`src/rtl/dds_frame_parser_pkg.sv`:
```
// Shared frame constants, reset defaults and parser state encoding.
// Kept in one package so the control unit and the parser agree on reset values.
package dds_frame_parser_pkg;

  localparam logic [7:0]  SYNC_BYTE  = 8'hAA;
  localparam int          FRAME_LEN  = 9;
  localparam logic [7:0]  MAX_SHAPE  = 8'd2;

  localparam logic [7:0]  DEF_SHAPE  = 8'd0;
  localparam logic [15:0] DEF_M      = 16'd10;
  localparam logic [15:0] DEF_A      = 16'd1000;
  localparam logic [15:0] DEF_OFFSET = 16'd1000;

  typedef enum logic [1:0] {
    S_IDLE    = 2'd0,
    S_PAYLOAD = 2'd1,
    S_CHECK   = 2'd2,
    S_COMMIT  = 2'd3
  } state_t;

endpackage

```
`src/rtl/dds_frame_parser_if.sv`:
```
// Byte stream in from the UART receiver, parameter set and status out.
// rx_valid is a one-cycle strobe qualifying rx_data; there is no ready/backpressure,
// the consumer must accept every strobed byte in the cycle it is presented.
interface dds_frame_parser_if;
  logic [7:0]  rx_data;
  logic        rx_valid;
  logic        data_ready;
  logic [7:0]  var_1;
  logic [15:0] var_2;
  logic [15:0] var_3;
  logic [15:0] var_4;
  logic        frame_err;

  modport master (
    output rx_data, rx_valid,
    input  data_ready, var_1, var_2, var_3, var_4, frame_err
  );

  modport slave (
    input  rx_data, rx_valid,
    output data_ready, var_1, var_2, var_3, var_4, frame_err
  );
endinterface

```
`src/rtl/dds_pulse_stretch.sv`:
```
// Load/countdown stretcher: flag stays high for HOLD cycles after the last load,
// long enough for a slower clock domain to sample it.
module dds_pulse_stretch #(
  parameter int HOLD = 200
) (
  input  logic clk_100MHz,
  input  logic rst_n,
  input  logic load,
  output logic flag
);

  localparam int CNT_W = $clog2(HOLD + 1);

  logic [CNT_W-1:0] cnt;

  always_ff @(posedge clk_100MHz or negedge rst_n) begin
    if (!rst_n) begin
      cnt <= '0;
    end else if (load) begin
      cnt <= CNT_W'(HOLD);
    end else if (cnt != '0) begin
      cnt <= cnt - 1'b1;
    end
  end

  assign flag = (cnt != '0);

endmodule

```
`src/rtl/dds_frame_parser.sv`:
```
// Assembles 9-byte parameter frames, validates sync/shape/XOR checksum and
// publishes var_1..var_4 with a stretched data_ready flag.
module dds_frame_parser
  import dds_frame_parser_pkg::*;
#(
  parameter int TIMEOUT_CYCLES = 100000,
  parameter int READY_HOLD     = 200
) (
  input  logic                clk_100MHz,
  input  logic                rst_n,
  dds_frame_parser_if.slave   bus,
  output state_t              state_dbg
);

  localparam int                IDLE_W       = $clog2(TIMEOUT_CYCLES + 1);
  localparam logic [IDLE_W-1:0] IDLE_LAST    = IDLE_W'(TIMEOUT_CYCLES - 1);
  localparam logic [2:0]        LAST_PAYLOAD = 3'(FRAME_LEN - 2);

  state_t            state;
  logic [2:0]        byte_cnt;
  logic [7:0]        chk;
  logic [IDLE_W-1:0] idle_cnt;

  logic [7:0]        sh_shape;
  logic [15:0]       sh_m;
  logic [15:0]       sh_off;
  logic [15:0]       sh_amp;

  logic [7:0]        var_1_q;
  logic [15:0]       var_2_q;
  logic [15:0]       var_3_q;
  logic [15:0]       var_4_q;
  logic              frame_err_q;
  logic              ready_flag;

  always_ff @(posedge clk_100MHz or negedge rst_n) begin
    if (!rst_n) begin
      state       <= S_IDLE;
      byte_cnt    <= '0;
      chk         <= '0;
      idle_cnt    <= '0;
      sh_shape    <= '0;
      sh_m        <= '0;
      sh_off      <= '0;
      sh_amp      <= '0;
      var_1_q     <= DEF_SHAPE;
      var_2_q     <= DEF_M;
      var_3_q     <= DEF_OFFSET;
      var_4_q     <= DEF_A;
      frame_err_q <= 1'b0;
    end else begin
      frame_err_q <= 1'b0;
      case (state)
        S_IDLE: begin
          if (bus.rx_valid && bus.rx_data == SYNC_BYTE) begin
            state    <= S_PAYLOAD;
            byte_cnt <= 3'd1;
            chk      <= '0;
            idle_cnt <= '0;
          end
        end

        S_PAYLOAD: begin
          if (bus.rx_valid) begin
            case (byte_cnt)
              3'd1:    sh_shape     <= bus.rx_data;
              3'd2:    sh_m[15:8]   <= bus.rx_data;
              3'd3:    sh_m[7:0]    <= bus.rx_data;
              3'd4:    sh_off[15:8] <= bus.rx_data;
              3'd5:    sh_off[7:0]  <= bus.rx_data;
              3'd6:    sh_amp[15:8] <= bus.rx_data;
              3'd7:    sh_amp[7:0]  <= bus.rx_data;
              default: ;
            endcase
            chk      <= chk ^ bus.rx_data;
            byte_cnt <= byte_cnt + 3'd1;
            idle_cnt <= '0;
            if (byte_cnt == LAST_PAYLOAD) state <= S_CHECK;
          end else if (idle_cnt == IDLE_LAST) begin
            frame_err_q <= 1'b1;
            state       <= S_IDLE;
          end else begin
            idle_cnt <= idle_cnt + 1'b1;
          end
        end

        S_CHECK: begin
          if (bus.rx_valid) begin
            if (bus.rx_data == chk && sh_shape <= MAX_SHAPE) begin
              state <= S_COMMIT;
            end else begin
              frame_err_q <= 1'b1;
              state       <= S_IDLE;
            end
          end else if (idle_cnt == IDLE_LAST) begin
            frame_err_q <= 1'b1;
            state       <= S_IDLE;
          end else begin
            idle_cnt <= idle_cnt + 1'b1;
          end
        end

        // A byte strobed during this single cycle is dropped; the UART byte
        // rate keeps that from happening in practice.
        S_COMMIT: begin
          var_1_q <= sh_shape;
          var_2_q <= sh_m;
          var_3_q <= sh_off;
          var_4_q <= sh_amp;
          state   <= S_IDLE;
        end

        default: state <= S_IDLE;
      endcase
    end
  end

  dds_pulse_stretch #(
    .HOLD (READY_HOLD)
  ) u_ready_stretch (
    .clk_100MHz (clk_100MHz),
    .rst_n      (rst_n),
    .load       (state == S_COMMIT),
    .flag       (ready_flag)
  );

  assign bus.var_1      = var_1_q;
  assign bus.var_2      = var_2_q;
  assign bus.var_3      = var_3_q;
  assign bus.var_4      = var_4_q;
  assign bus.frame_err  = frame_err_q;
  assign bus.data_ready = ready_flag;
  assign state_dbg      = state;

endmodule

```
`src/flat_wrapper.sv`:
```
// flat-port wrapper written by rule: the top's interface ports become plain ports
module dds_frame_parser_flat import dds_frame_parser_pkg::*;
#(
  parameter int TIMEOUT_CYCLES = 100000,
  parameter int READY_HOLD     = 200
)
  (clk_100MHz, rst_n, state_dbg, bus_rx_data, bus_rx_valid, bus_data_ready, bus_var_1, bus_var_2, bus_var_3, bus_var_4, bus_frame_err);
  dds_frame_parser_if bus_i ();
  input  logic clk_100MHz;
  input  logic rst_n;
  output state_t state_dbg;
  input wire logic [$bits(bus_i.rx_data)-1:0] bus_rx_data;
  input wire logic [$bits(bus_i.rx_valid)-1:0] bus_rx_valid;
  output wire logic [$bits(bus_i.data_ready)-1:0] bus_data_ready;
  output wire logic [$bits(bus_i.var_1)-1:0] bus_var_1;
  output wire logic [$bits(bus_i.var_2)-1:0] bus_var_2;
  output wire logic [$bits(bus_i.var_3)-1:0] bus_var_3;
  output wire logic [$bits(bus_i.var_4)-1:0] bus_var_4;
  output wire logic [$bits(bus_i.frame_err)-1:0] bus_frame_err;
  assign bus_i.rx_data = bus_rx_data;
  assign bus_i.rx_valid = bus_rx_valid;
  assign bus_data_ready = bus_i.data_ready;
  assign bus_var_1 = bus_i.var_1;
  assign bus_var_2 = bus_i.var_2;
  assign bus_var_3 = bus_i.var_3;
  assign bus_var_4 = bus_i.var_4;
  assign bus_frame_err = bus_i.frame_err;
  dds_frame_parser #(.TIMEOUT_CYCLES(TIMEOUT_CYCLES), .READY_HOLD(READY_HOLD)) u_core (.clk_100MHz(clk_100MHz), .rst_n(rst_n), .bus(bus_i), .state_dbg(state_dbg));
endmodule
```
`config.mk`:
```
export PLATFORM = sky130hd
export DESIGN_NAME = dds_frame_parser_flat
export DESIGN_NICKNAME = d
export VERILOG_FILES = /design/src/rtl/dds_frame_parser_pkg.sv /design/src/rtl/dds_frame_parser_if.sv /design/src/rtl/dds_pulse_stretch.sv /design/src/rtl/dds_frame_parser.sv /design/src/flat_wrapper.sv
export SDC_FILE = /design/constraint.sdc
export NUM_CORES = 1
export LEC_CHECK = 0
export CAP_MARGIN = 10
export CORE_UTILIZATION = 61
export DETAILED_ROUTE_END_ITERATION = 16
export GPL_TIMING_DRIVEN = 0
export PLACE_DENSITY = 0.9
export SLEW_MARGIN = 20
export SYNTH_ARGS = -nofsm -noshare
export SYNTH_HDL_FRONTEND = slang
export SYNTH_SLANG_ARGS = --single-unit
export TNS_END_PERCENT = 10
```
`constraint.sdc`:
```
create_clock -name clk_100MHz -period 5 [get_ports clk_100MHz]
set_input_delay 1 -clock clk_100MHz [delete_from_list [all_inputs] [get_ports clk_100MHz]]
set_output_delay 1 -clock clk_100MHz [all_outputs]
set_load 0.05 [all_outputs]
```
### Word level (Yosys, flattened, before mapping)

Index checks and enable logic that the tools add are counted.

* bitwise logic cells: 1
* reduce and logical (&&, ||, !) cells: 17
* eq/ne operators: 17
* magnitude comparators: 1
* $add $sub $neg: 3
* muxes and demuxes: 25

Operators with widths (count)
* two-way mux 17 bit: 4
* one-hot mux 17 bit (3 select lines): 1
* two-way mux 8 bit: 4
* AND reduction 3 bit: 9
* adder 17 x 1 -> 17 bit (second input constant): 1
* == test 17 bit (second input constant): 1
* one-hot mux 8 bit (2 select lines): 1
* == test 3 bit (second input constant): 4
* two-way mux 2 bit: 6
* == test 8 bit: 1
* == test 8 bit (second input constant): 1
* <= comparator 8 x 2 -> 1 bit (second input constant): 1
* one-hot mux 2 bit (4 select lines): 1
* nonzero test 8 bit: 1
* subtractor 8 x 1 -> 8 bit (second input constant): 1
* bitwise XOR 8 bit: 1
* == test 3 x 2 -> 1 bit (second input constant): 2
* two-way mux 3 bit: 2
* one-hot mux 3 bit (2 select lines): 1
* == test 2 bit (second input constant): 2
* two-way mux 1 bit: 4
* inequality test 2 bit (second input constant): 2
* nonzero test 2 bit: 2
* adder 3 x 1 -> 3 bit (second input constant): 1
* other kinds (9): 10

* logic and storage cells: 81
* output and inout bits: 60
* input port bits: 11
* register bits: 151

### Longest topological paths before layout

Gate-level depths: netlist of the first run.

* word-level depth: 5
* depth in mapped cells: 8
* depth with buffers taken out: 7

### Cells and area by module

From an unflattened synthesis of the first run, not the netlist that was laid out.

* cell total of the unflattened synthesis: 522
* area, all modules: 6630.1 µm²

By module, submodules not included
* dds_frame_parser: area each 6157.2 µm², seq. area each 3595.9 µm², cells an instance 474, instances 1
* dds_pulse_stretch: area each 473.0 µm², seq. area each 200.2 µm², cells an instance 48, instances 1

### Worst setup path before layout of the first run

OpenSTA, ideal clock, no wires.

* path type: input to register
* from: input bus_rx_valid
* to: register u_core.byte_cnt[2]
* library setup time: 0.131 ns
* path buffers: 2
* path slack: 2.785 ns
* arrival time: 2.084 ns
* data required time: 4.869 ns
* stages on the path: 6
* cell sequence: buf_2 > and3b_1 > a31oi_4 > a211oi_1 > buf_2 > o32ai_1

* word-level cells in the longest chain between the ends: 3
* elaborated cells between the ends (all ways): 4
* those cells by class: 2 x eq/ne; 2 x reduce/logical

Ends and longest elaborated chain
* start: declaration: RTL line flat_wrapper.sv:13 `input wire logic [$bits(bus_i.rx_valid)-1:0] bus_rx_valid;`
* logical AND 1 bit: RTL line dds_frame_parser.sv:55 `if (bus.rx_valid && bus.rx_data == SYNC_BYTE) begin`
* inequality test 2 x 1 -> 1 bit (no line)
* AND reduction 3 bit (no line) (*)
* end signal: assignment: RTL line dds_frame_parser.sv:76 `byte_cnt <= byte_cnt + 3'd1;`
* end: declaration: RTL line dds_frame_parser.sv:20 `logic [2:0] byte_cnt;`

Mark *: on every way between the ends. The rest lies on a longest branch, timed or not.
A chain may end at the register's enable or synchronous reset.

### Final worst setup path of the first run

* from: register u_core.u_ready_stretch.cnt[2]
* to: output bus_data_ready

* word-level cells in the longest chain between the ends: 1

Ends and longest elaborated chain
* start: declaration: RTL line dds_pulse_stretch.sv:14 `logic [CNT_W-1:0] cnt;`
* start signal: assignment: RTL line dds_pulse_stretch.sv:20 `cnt <= CNT_W'(HOLD);`
* start signal: assignment: RTL line dds_pulse_stretch.sv:22 `cnt <= cnt - 1'b1;`
* nonzero test 8 bit: RTL line dds_pulse_stretch.sv:26 `assign flag = (cnt != '0);`
* end: declaration: RTL line flat_wrapper.sv:14 `output wire logic [$bits(bus_i.data_ready)-1:0] bus_data_ready;`

Every way passes these cells.

==> results.md, run 1 <==
* Reported max-cap violation count at 0
* Proportion of synthesized flip-flops having asynchronous set or reset at 100.0%
* Static leakage at 0.003632 uW
* Final count of negative-setup-slack endpoints at 0
* Detailed-route wire length per cell at 20.18 um
* Synth Warn # at 0
* Final period demand of the worst path at 3.279 ns
* Switching share of power at 39.70%
* First-pass iteration count of the detailed router at 5
* Slew at the pin with the worst max-slew slack at 0.7506 ns
* Startpoint of the worst setup timing path: u_core.u_ready_stretch.cnt[2]
* RSZ-0062 raised after global routing: false
* Sum of net half-perimeters after detailed placement at 9321 um
* Placeable Area at 10420 um2
* Clock Pin Slew Worst Setup and Hold Paths at 0.07 ns
* Avg Synthesized Cell Area at 13.20 um2
* Num CTS Buffers at 17
* Resize count post-CTS at 0
* Number of distinct library cells after synthesis at 56
* # nets final at 614
* Max Clk Rate at 0.3050 GHz
* Routability congestion estimate at 0.8628
* Initial core utilization at 63.51%
* Vias in the first global route at 4712
* Register share of total power at 37.6%
* Count of inserted antenna diode cells at 0
* Wire length of the first global-routing pass at 24620 um
* Reg-to-Reg Start: u_core.state_dbg[0]
* Net switching component of the power at 2086 uW
* Floorplan die width at 106.1 um
* Count of cells along the worst register-to-register path at 4
* Status: finished clean
* First-iteration detailed-routing DRC count at 473
* Worst Setup Path Type: flip-flop to output port
* Most common cell after layout, fill and taps aside: sky130_fd_sc_hd__dfrtp_1
* Highest-count cells in the layout ignoring fill and taps: 137 x sky130_fd_sc_hd__dfrtp_1, 113 x sky130_fd_sc_hd__mux2_2, 68 x sky130_fd_sc_hd__clkdlybuf4s50_1
* Proportion of power drawn by the clock network at 23.6%
* CTS Root Buffer Type: sky130_fd_sc_hd__clkbuf_8
* Comb power frac at 38.8%
* Post-layout total power at 5255 uW
* Post-CTS setup repair buffer count at 0
* Fillcell total at 599
* Ratio of total power to cell area at 650.4 nW/um2
* Largest net degree at the start of global routing at 87
* IO Port Bufs at 69
* Required arrival time at the worst endpoint at 4.00 ns
* Cts-stage hold buffer count at 0
* Internal power summed over all cells at 3169 uW
* Cell area after synthesis at 6615 um2
* Minimum setup slack among reg-to-reg paths at 2.67 ns
* Syn Nets at 525
* DRC violations left at 0
* Path type of the worst min-delay path: primary input to asynchronous set/reset pin
* Worst Clk Skew at 0.009600 ns
* Final cycle utilization of the critical path at 65.58%
* Dominant synthesized flop cell: sky130_fd_sc_hd__dfrtp_1
* Mapped Cells at 501
* TritonCTS clock tree: built
* Final number of max-transition violations at 0
* Post-synthesis sequential element count at 151
* Worst flop-to-flop path endpoint: u_core.bus.var_4[12]
* Total congestion overflow at 0
* Worst Path Max Fanout at 8
* Global-route usage over all layers at 29.21%
* Maximum buffer depth of the clock tree at 2
* TritonCTS sink count at 151
* Post-detailed-route via-to-cell ratio at 6.171
* Antenna violations before repair at 0
* Layout cell share with drive strength beyond 1 at 31.34%
* Arrival time at the worst endpoint at 2.28 ns
* Kind of end point of the critical path: output port
* Place WS at 1.913 ns
* Row count at 37
* Chip height at 106.1 um
* Setup slack after layout at 1.721 ns
* Number of nets still failing antenna checks after routing at 0
* DR vias at 4560
* Tightest slew margin relative to the limit at 49.96%
* Synthesis-to-finish area growth at 22.15%
* Source-to-sink clock delay at the later pin of the worst-skew pair at 0.54 ns
* Top-Level Pins at 71
* Final setup TNS at 0 ns
* CP startpoint kind: flip-flop
* CTS H-tree depth at 4
* WL final at 14910 um
* Number of endpoints with negative hold slack in the final report at 0
* Sequential area share after synthesis at 57.39%
* Total Die Area at 11260 um2
* Number of synthesized flops with an enable pin at 0
* Max VDD drop at 0.3735 mV
## cells in the mapped netlist, types with 6 or more instances
cell type	number	area share (%)
sky130_fd_sc_hd__dfrtp_1	137	52
sky130_fd_sc_hd__mux2_2	113	19
sky130_fd_sc_hd__o21ai_0	25	1.9
sky130_fd_sc_hd__nor2_1	18	1.0
sky130_fd_sc_hd__a21oi_1	17	1.3
sky130_fd_sc_hd__dfstp_2	14	5.6
sky130_fd_sc_hd__ha_1	13	2.5
sky130_fd_sc_hd__nand2_1	12	0.68
sky130_fd_sc_hd__a31oi_1	11	1.0
sky130_fd_sc_hd__xor2_1	11	1.5
sky130_fd_sc_hd__clkbuf_1	10	0.57
sky130_fd_sc_hd__inv_1	10	0.57
sky130_fd_sc_hd__or3_1	10	0.95
sky130_fd_sc_hd__nand3_1	9	0.68
sky130_fd_sc_hd__nand4_1	9	0.85
sky130_fd_sc_hd__o31ai_1	9	1.0
sky130_fd_sc_hd__buf_2	8	0.61
sky130_fd_sc_hd__buf_1	6	0.34
## how the worst max path moves through the flow
| stage | endpoint | cells past startpoint |
|---|---|---|
| 2_1_floorplan | u_core.byte_cnt[2] | 6 |
| 3_3_place_gp | u_core.idle_cnt[4] | 1 |
| 3_5_place_dp | u_core.state_dbg[1] | 7 |
| 4_1_cts | bus_data_ready | 3 |
| 5_1_grt | bus_data_ready | 3 |
| 6_report | bus_data_ready | 3 |
## power groups by stage
stage	registers, uW	clock network, uW	logic (uW)
after global placement	1940	0	1930
final	1980	1240	2040
after global routing	2020	1320	2170
after floorplan	2470	0	876
after detailed placement	1980	0	2000
after CTS	1970	1260	2040
## layer usage
layer | vias to the layer above | part of all wire (%) | track usage, % | routed length [um]
li1 | 2026 | - | - | -
met1 | 2298 | 42 | 38.52 | 6237
met2 | 201 | 50 | 45.55 | 7388
met3 | 35 | 6.2 | 8.829 | 930
met4 | 0 | 2.4 | 11.51 | 354
met5 | - | 0 | 0 | 0
## layout make-up
cell class                 instances  area [um2]  area share (%)
buffer                            26       116.4           1.440
clock buffer                      17       414.1           5.125
sequential                       151        3796           46.98
timing repair buffer              70       723.2           8.950
multi-input combinational        314        2665           32.98
clock inverter                    15       157.7           1.951
tap                              136       170.2           2.106
inverter                          10       37.54          0.4645
## flip-flops by register name (all words and copies together) (netlist names)
signal                      flops
u_core.sh_shape                 8
u_core.bus.var_3               16
u_core.sh_amp                  16
u_core.sh_m                    16
u_core.bus.var_1                8
u_core.idle_cnt                17
u_core.sh_off                  16
u_core.bus.var_4               16
u_core.bus.frame_err            1
u_core.byte_cnt                 3
u_core.u_ready_stretch.cnt      8
u_core.bus.var_2               16
u_core.state_dbg                2
u_core.chk                      8
## kinds of logic (layout without fill, tap and decap cells)
group / count (synthesis) / count (layout) / share of synthesized area (%)
AO/OA/AOI/OAI: 82 / 82 / 8.190
flip-flops: 151 / 151 / 57.39
AND/OR/NAND/NOR: 94 / 94 / 8.814
XOR/XNOR: 12 / 12 / 1.589
multiplexers: 113 / 113 / 19.24
adder cells (fa/ha/maj): 13 / 13 / 2.459
buffers and inverters: 36 / 138 / 2.326
## worst max-delay path, cell delays in order, from the launching register on
cell and delay [ns]:
sky130_fd_sc_hd__dfrtp_1 0.43, sky130_fd_sc_hd__nor3_2 0.28, sky130_fd_sc_hd__nand4b_2 0.26, sky130_fd_sc_hd__clkdlybuf4s50_1 0.77
## per-stage QoR
step	instances	utilization [%]	area, um2	hold slack, ns
2_1_floorplan	501	-	6615	0.4363
3_3_place_gp	706	71.77	7476	0.4658
3_5_place_dp	707	72.08	7508	0.4772
4_1_cts	739	77.57	8080	0.4092
5_1_grt	739	77.57	8080	0.4159
6_report	739	77.57	8080	0.3971
(Power assumes the default switching activity.)
==> run 2: changes to the inputs <==
Settings changed: CORE_UTILIZATION 61 to 51, PLACE_DENSITY 0.9 to 0.81.
Clock period 5 ns to 2.79 ns, I/O delays scaled along.
==> run 2 against run 1 <==
Against the previous run: global-route usage down 6.0 points; register-to-register slack worse by 2.1 ns; largest cell class unchanged; core utilization down 13 points.
==> results.md, run 2 (same netlist as run 1, synthesis figures left out) <==
* Total Die Area at 13430 um2
* Clock Pin Slew Worst Setup and Hold Paths at 0.06 ns
* Post-route design area at 8178 um2
* Final Hold Slack at 0.04234 ns
* Floorplan die width at 115.9 um
* Worst Path Max Fanout at 10
* Register with the highest flop count: u_core.idle_cnt
* Max Clk Rate at 0.4224 GHz
* CTS H-tree depth at 4
* TritonCTS clock tree: built
* Startpoint of the worst setup timing path: bus_rx_data[4]
* CTS Root Buffer Type: sky130_fd_sc_hd__clkbuf_16
* Global-route usage over all layers at 23.17%
* Source-to-sink clock delay at the later pin of the worst-skew pair at 0.42 ns
* DR vias at 4440
* Routability congestion estimate at 0.8291
* Detailed-route wire length per cell at 18.68 um
* Worst Clk Skew at 0.008065 ns
* WL final at 14480 um
* Synthesis-to-finish area growth at 23.62%
* Post-layout total power at 9574 uW
* Post-detailed-route via-to-cell ratio at 5.729
* Vias in the first global route at 4549
* Largest net degree at the start of global routing at 94
* Count of inserted antenna diode cells at 0
* Total congestion overflow at 0
* Layout cell share with drive strength beyond 1 at 30.85%
* Max FFs per register at 17
* Antenna violations before repair at 0
* Placeable Area at 12620 um2
* Slew at the pin with the worst max-slew slack at 0.8271 ns
* Kind of end point of the critical path: flip-flop
* Chip height at 115.9 um
* Path type of the worst min-delay path: primary input to asynchronous set/reset pin
* Post-CTS setup repair buffer count at 0
* IO Port Bufs at 69
* Sum of net half-perimeters after detailed placement at 9384 um
* Row count at 41
* CP startpoint kind: primary input
* Arrival time at the worst endpoint at 2.72 ns
* Delay of the slowest cell on the worst path at 0.63 ns
* Final setup TNS at 0 ns
* Num CTS Buffers at 17
* Slowest cell on crit path: sky130_fd_sc_hd__clkbuf_1
* Most common cell after layout, fill and taps aside: sky130_fd_sc_hd__dfrtp_1
* DRC violations left at 0
* RSZ-0062 raised after global routing: false
* Initial core utilization at 52.42%
* Final number of max-transition violations at 0
* Number of nets still failing antenna checks after routing at 0
* Worst Setup Path Type: primary input to flip-flop
* Cts-stage hold buffer count at 0
* Number of endpoints with negative hold slack in the final report at 0
* Wire length of the first global-routing pass at 23240 um
* Ordered list of cells on the worst path: clkdlybuf4s50_1 > clkbuf_1 > xor2_1 > nor4_1 > nand3_2 > o21ai_1 > mux2_2
* Reported max-cap violation count at 0
* Final period demand of the worst path at 2.367 ns
* Placement-stage cell area at 7553 um2
* Resize count post-CTS at 0
* First-pass iteration count of the detailed router at 5
* # nets final at 614
* Reg-to-Reg Start: u_core.state_dbg[0]
* Required arrival time at the worst endpoint at 3.15 ns
* Final cycle utilization of the critical path at 84.85%
* Tightest slew margin relative to the limit at 44.86%
* Status: finished clean
* TritonCTS sink count at 151
* Top-Level Pins at 71
* Ratio of total power to cell area at 1171 nW/um2
* Highest-count cells in the layout ignoring fill and taps: 137 x sky130_fd_sc_hd__dfrtp_1, 113 x sky130_fd_sc_hd__mux2_2, 67 x sky130_fd_sc_hd__clkdlybuf4s50_1
* Static leakage at 0.003649 uW
* Max VDD drop at 0.6363 mV
* First-iteration detailed-routing DRC count at 364
* Maximum buffer depth of the clock tree at 2
* Fillcell total at 928
* Final count of negative-setup-slack endpoints at 0
==> run 2: critical path, delay by kind of cell <==
family                    cells  cell delay [ns]
AOI/OAI and AO/OA             1             0.17
xor gates and xnor gates      1             0.14
buffers and inverters         2             1.10
and+or+nand+nor               2             0.58
muxes                         1             0.18
==> run 2: where the power goes <==
| part | leakage [uW] | switching (uW) | internal, uW | total, uW |
|---|---|---|---|---|
| registers | 0.00194 | 534 | 2990 | 3520 |
| clock network | 0.000298 | 897 | 1520 | 2420 |
| logic | 0.00141 | 2160 | 1470 | 3630 |
==> run 2: layout make-up <==
type                       count  area [um2]  share of cell area, %
clock inverter                11       171.4                  2.096
buffer                        26       116.4                  1.423
inverter                      10       37.54                 0.4590
sequential                   151        3796                  46.42
timing repair buffer          70       725.7                  8.874
multi-input combinational    314        2665                  32.59
clock buffer                  21       450.4                  5.508
tap                          172       215.2                  2.632
==> run 2: routing by layer <==
| layer | wire, um | track usage (%) | vias up |
|---|---|---|---|
| li1 | - | - | 2018 |
| met1 | 6169 | 29.69 | 2289 |
| met2 | 7439 | 38.17 | 117 |
| met3 | 666 | 6.433 | 16 |
| met5 | 0 | 0 | - |
| met4 | 202 | 7.607 | 0 |
==> run 2: per-stage QoR <==
stage	instances	util [%]	worst slack (ns)
final	775	64.80	0.4227
after detailed placement	743	59.86	0.07695
after global placement	742	59.60	-4.579
after CTS	775	64.78	0.06906
after floorplan	501	-	0.7575
after global routing	775	64.80	0.3680
==> run 2: worst paths after layout <==
| path | end | slack [ns] | depth (start not counted) |
|---|---|---|---|
| min in group clk_100MHz | u_core.idle_cnt[16] | 0.48 | 1 |
| min reg2reg | u_core.idle_cnt[16] | 0.48 | 1 |
| max reg2reg | u_core.bus.var_4[13] | 0.57 | 4 |
| max | u_core.state_dbg[0] | 0.42 | 7 |
| min | u_core.u_ready_stretch.cnt[0] | 0.04 | 1 |
| max in group asynchronous | u_core.bus.var_4[6] | 1.94 | 2 |
